<file path="config.mk">
export PLATFORM = sky130hd
export DESIGN_NAME = uart_rx_fifo
export DESIGN_NICKNAME = d
export VERILOG_FILES = /design/src/rtl/uart_pkg.sv /design/src/rtl/uart_fifo_mem.sv /design/src/rtl/uart_rx_fifo.sv
export SDC_FILE = /design/constraint.sdc
export NUM_CORES = 1
export LEC_CHECK = 0
export ABC_AREA = 1
export ABC_CLOCK_PERIOD_IN_PS = 3100
export CAP_MARGIN = 20
export CORE_MARGIN = 5
export CORE_UTILIZATION = 25
export CTS_CLUSTER_SIZE = 10
export DETAILED_ROUTE_END_ITERATION = 10
export PLACE_DENSITY = 0.48
export SYNTH_ARGS = -nofsm -noshare
export SYNTH_HDL_FRONTEND = slang
export SYNTH_SLANG_ARGS = --single-unit
</file>
<file path="constraint.sdc">
create_clock -name clk -period 3.1 [get_ports clk]
set_input_delay 0.62 -clock clk [delete_from_list [all_inputs] [get_ports clk]]
set_output_delay 0.62 -clock clk [all_outputs]
set_load 0.02 [all_outputs]
</file>
<file path="src/rtl/uart_pkg.sv">
// Shared UART widths and defaults for the receive path.
package uart_pkg;

  localparam int UART_WIDTH         = 8;
  localparam int UART_RX_FIFO_DEPTH = 8;

  typedef logic [UART_WIDTH-1:0] uart_byte_t;

endpackage

</file>
<file path="src/rtl/uart_fifo_mem.sv">
// DEPTH x WIDTH register file: one synchronous write port, one asynchronous read port.
// Write lands at the clock edge; read is combinational from raddr; storage is not reset.
module uart_fifo_mem
  import uart_pkg::*;
#(
  parameter int DEPTH = UART_RX_FIFO_DEPTH,
  parameter int WIDTH = UART_WIDTH,
  parameter int AW    = $clog2(DEPTH)
) (
  input  logic             clk,
  input  logic             we,
  input  logic [AW-1:0]    waddr,
  input  logic [WIDTH-1:0] wdata,
  input  logic [AW-1:0]    raddr,
  output logic [WIDTH-1:0] rdata
);

  logic [WIDTH-1:0] r_mem [DEPTH];

  always_ff @(posedge clk) begin
    if (we) begin
      r_mem[waddr] <= wdata;
    end
  end

  assign rdata = r_mem[raddr];

endmodule

</file>
<file path="src/rtl/uart_rx_fifo.sv">
// Receive byte FIFO behind the UART receiver: FWFT pop port, sticky overrun flag.
// A byte pushed at edge N is on rd_data after N; bytes arriving while full with no pop are dropped.
module uart_rx_fifo
  import uart_pkg::*;
#(
  parameter int DEPTH = UART_RX_FIFO_DEPTH,
  parameter int WIDTH = UART_WIDTH
) (
  input  logic                   clk,
  input  logic                   rst_n,
  input  logic [WIDTH-1:0]       rx_data,
  input  logic                   rx_rdy,
  input  logic                   rd_en,
  output logic [WIDTH-1:0]       rd_data,
  output logic                   empty,
  output logic                   full,
  output logic [$clog2(DEPTH):0] count,
  output logic                   overrun,
  input  logic                   clr_overrun
);

  localparam int AW = $clog2(DEPTH);
  localparam int CW = AW + 1;

  logic [AW-1:0] r_wr_ptr;
  logic [AW-1:0] r_rd_ptr;
  logic [CW-1:0] r_count;
  logic          r_overrun;

  logic          w_push;
  logic          w_pop;
  logic          w_drop;

  // A pop frees the slot in the same cycle, so a full FIFO still accepts a byte when read.
  assign w_push = rx_rdy && (!full || rd_en);
  assign w_pop  = rd_en && !empty;
  assign w_drop = rx_rdy && full && !rd_en;

  always_ff @(posedge clk or negedge rst_n) begin
    if (!rst_n) begin
      r_wr_ptr <= '0;
      r_rd_ptr <= '0;
      r_count  <= '0;
    end else begin
      if (w_push) begin
        r_wr_ptr <= r_wr_ptr + AW'(1);
      end
      if (w_pop) begin
        r_rd_ptr <= r_rd_ptr + AW'(1);
      end
      if (w_push && !w_pop) begin
        r_count <= r_count + CW'(1);
      end else if (w_pop && !w_push) begin
        r_count <= r_count - CW'(1);
      end
    end
  end

  // Set has priority over clear so a drop in the clearing cycle is not lost.
  always_ff @(posedge clk or negedge rst_n) begin
    if (!rst_n) begin
      r_overrun <= 1'b0;
    end else if (w_drop) begin
      r_overrun <= 1'b1;
    end else if (clr_overrun) begin
      r_overrun <= 1'b0;
    end
  end

  uart_fifo_mem #(
    .DEPTH (DEPTH),
    .WIDTH (WIDTH),
    .AW    (AW)
  ) u_mem (
    .clk   (clk),
    .we    (w_push),
    .waddr (r_wr_ptr),
    .wdata (rx_data),
    .raddr (r_rd_ptr),
    .rdata (rd_data)
  );

  assign count   = r_count;
  assign empty   = (r_count == '0);
  assign full    = (r_count == CW'(DEPTH));
  assign overrun = r_overrun;

endmodule

</file>
==> reports/metrics.csv <==
stage;metric;value;unit
routing;met1 layer wirelength in the final routing;3460;um
yosys;dominant cell by count in the synthesized netlist;sky130_fd_sc_hd__nand2_1;
cts;number of levels in the clock H-tree;3;
run_status;status;complete, no violations;
yosys;share of flip-flops with an asynchronous set or reset after synthesis;14.7;%
cts;post-CTS setup repair buffer count;0;
power;switching share of power;37.2;%
power;fraction of power consumed by combinational cells;40.9;%
timing;Period minus WS final;2660;ps
timing;final worst path period share;85.9;%
timing;maximum clock rate;0.376;GHz
power;Reg power frac;34.2;%
finish;Sequential Area;0.00220;mm2
global_routing;largest net degree at the start of global routing;67;
yosys;Commonest cells post-synth;131 x sky130_fd_sc_hd__nand2_1, 75 x sky130_fd_sc_hd__nor2_1, 64 x sky130_fd_sc_hd__edfxtp_1;
timing;worst-margin pin slew;520;ps
routing;vias per cell;3.94;
cts;clock buffers created by TritonCTS;9;
cts;Resize count post-CTS;0;
routing;Top Layer Used;met4;
global_routing;initial antenna violation count;0;
cts;later-pin clock latency in the skew report;330;ps
yosys;Cell variety after synth;22;
timing;worst-case headroom to the max-slew limit;65.2;%
timing;Hold Fails Final Rpt;0;
finish;total area of multi-input combinational cells;1000;um2
timing;Post-Route Setup TNS;0;ps
floorplan;Initial Utilization;25.2;%
routing;average detailed-routed wire length per instance;12.1;um
cts;clock sink count;75;
floorplan;floorplan row count;43;
cts;TritonCTS clock tree;yes;
finish;ANT cells;0;
yosys;top-area cell type share of the netlist area;55.6;%
timing;Post-Route Skew;4.50;ps
power;Switching Power;1520;uW
flow_run;Max-cap violations;0;
floorplan;overall die area;0.0163;mm2
yosys;number of flops mapped to enable cells by yosys;64;
setup_path;critical path launch point type;register;
finish;Post-layout nets;425;
finish;number of filler cells placed in the layout;1448;
global_routing;Total GRT Usage;9.38;%
power;Max VDD drop;0.000461;V
yosys;average size of a mapped cell;9.39;um2
global_routing;overall overflow remaining after global route;0;
timing;RSZ-0062 raised after global routing;false;
yosys;fraction of the yosys area taken by sequential cells;63.6;%
routing;total detailed-routing wirelength;7140;um
yosys;number of flip-flops and latches in the synthesized netlist;75;
cts;Hold Buf Count CTS;0;
cts;Clock Path Buffers;2;
yosys;area leader, netlist;sky130_fd_sc_hd__edfxtp_1;
routing;number of iterations in the first detailed-routing pass;4;
yosys;synthesis warning total;0;
floorplan;floorplan die width;128;um
power;power density relative to cell area;954;mW/mm2
placed_design;PortBufs;27;
floorplan;vertical die dimension;128;um
finish;area growth from synthesis to layout;23.5;%
yosys;netlist area before placement;0.00345;mm2
routing;amount of wire on met3 after detailed routing;311;um
cts;clock slew at the register clock pins of the worst setup and hold paths;60;ps
floorplan;floorplan core area;0.0137;mm2
hold_path;Min-Delay Path Class;register to register;
timing;Slew Limit Fails;0;
routing;number of design-rule violations left by the first detailed-router iteration;104;
timing;post-route worst hold slack;535;ps
finish;share of cells above drive strength 1;7.79;%
cts;buffer type at the clock tree root;sky130_fd_sc_hd__clkbuf_16;
yosys;post-synthesis net count;387;
setup_path;CP Class;register to primary output;
routing;via total after detailed routing;2327;
routing;remaining design rule violation count;0;
setup_path;largest fanout of any net on the critical path;66;
routing;antenna-violating nets left;0;
power;Static Leak;0.00185;uW
power;portion of total power attributed to the clock network;24.9;%
yosys;leading cell types by total area after synthesis;sky130_fd_sc_hd__edfxtp_1 56%, sky130_fd_sc_hd__nand2_1 14%, sky130_fd_sc_hd__nor2_1 8.1%;
placed_design;Detailed Place HPWL;4520;um
power;internal power component;2560;uW
yosys;synthesized netlist cell count;368;
setup_path;data arrival time at the worst-slack endpoint;2040;ps
timing;# setup viols final;0;
yosys;most used flip-flop cell after synthesis;sky130_fd_sc_hd__edfxtp_1;
placed_design;routability congestion estimate from global placement;0.781;
routing;routed wire length on met2;3260;um
setup_path;data required time of the critical path;2480;ps
setup_path;sort of element at the end of the critical path;primary output;
global_routing;vias in the first global route;2196;
global_routing;first-pass GRT wire length;11500;um
floorplan;IO Count;28;
[worst paths after layout]
path | from | end | slack [ps] | cells after the start
setup / recovery | r_rd_ptr[0] | rd_data[3] | 440 | 8
min in group asynchronous | rst_n | count[0] | 640 | 1
hold / removal | overrun | overrun | 530 | 2
setup reg to reg | count[0] | count[3] | 810 | 12
hold reg to reg | overrun | overrun | 530 | 2
max in group asynchronous | rst_n | r_rd_ptr[0] | 2090 | 1
[cell families (layout without fill, tap and decap cells)]
group | count (synthesis) | count (layout) | share of synthesized area, %
fa+ha+maj | 6 | 6 | 2.39
flops | 75 | 75 | 63.6
compound gates | 3 | 3 | 0.471
buf+inv | 59 | 102 | 7.46
simple gates | 220 | 220 | 24.8
xor+xnor | 5 | 5 | 1.27
[power groups by stage]
stage | registers, uW | clock network (uW) | logic (uW)
2_1_floorplan | 1410 | 0 | 1120
3_3_place_gp | 1410 | 0 | 1690
3_5_place_dp | 1410 | 0 | 1700
4_1_cts | 1390 | 1050 | 1710
5_1_grt | 1420 | 1090 | 1890
6_report | 1390 | 1010 | 1660
[registers in the layout, summed over array words and instances, names as in the netlist]
name and cells:
r_wr_ptr 3, count 4, overrun 1, u_mem.r_mem 64, r_rd_ptr 3
[layer usage]
metal  vias up  global-route usage (%)
li1       1218                       -
met2        43                    14.6
met5         -                       0
met4         0                    3.41
met3        12                    3.01
met1      1054                    12.2
[worst max-delay path, stage by stage, from the launching register on]
cell and delay [ps]:
sky130_fd_sc_hd__dfrtp_2 370, sky130_fd_sc_hd__buf_12 280, sky130_fd_sc_hd__nor2_1 80, sky130_fd_sc_hd__nor2_1 90, sky130_fd_sc_hd__nand2_1 50, sky130_fd_sc_hd__nand2_1 70, sky130_fd_sc_hd__nand2_1 50, sky130_fd_sc_hd__nand2_1 110
sky130_fd_sc_hd__clkdlybuf4s50_1 620
[final cells by class]
cell class	instances	share of cell area (%)
Clock inverter	6	1.52
Sequential cell	75	51.5
Inverter	47	4.13
Tap cell	180	5.28
Clock buffer	10	5.37
Timing Repair Buffer	39	8.74
Multi-Input combinational cell	234	23.4
[metrics by stage]
stage	total power [uW]	worst slack [ps]	std cells	util, %	instance area (um2)
2_1_floorplan	2530	915	368	-	3450
3_3_place_gp	3100	377	575	29.0	3970
3_5_place_dp	3110	299	575	29.0	3970
4_1_cts	4150	394	591	31.1	4270
5_1_grt	4400	257	591	31.1	4270
6_report	4070	438	591	31.1	4270
[cells in the final DEF (no fill, tap or decap), types with 5 or more instances in the layout]
cell                              count
sky130_fd_sc_hd__nand2_1            131
sky130_fd_sc_hd__nor2_1              75
sky130_fd_sc_hd__edfxtp_1            64
sky130_fd_sc_hd__inv_1               46
sky130_fd_sc_hd__clkdlybuf4s50_1     27
sky130_fd_sc_hd__buf_4               11
sky130_fd_sc_hd__dfrtp_1             10
sky130_fd_sc_hd__nand3_1              9
sky130_fd_sc_hd__clkbuf_16            9
sky130_fd_sc_hd__ha_1                 5
Power figures use the tool's default switching activity.
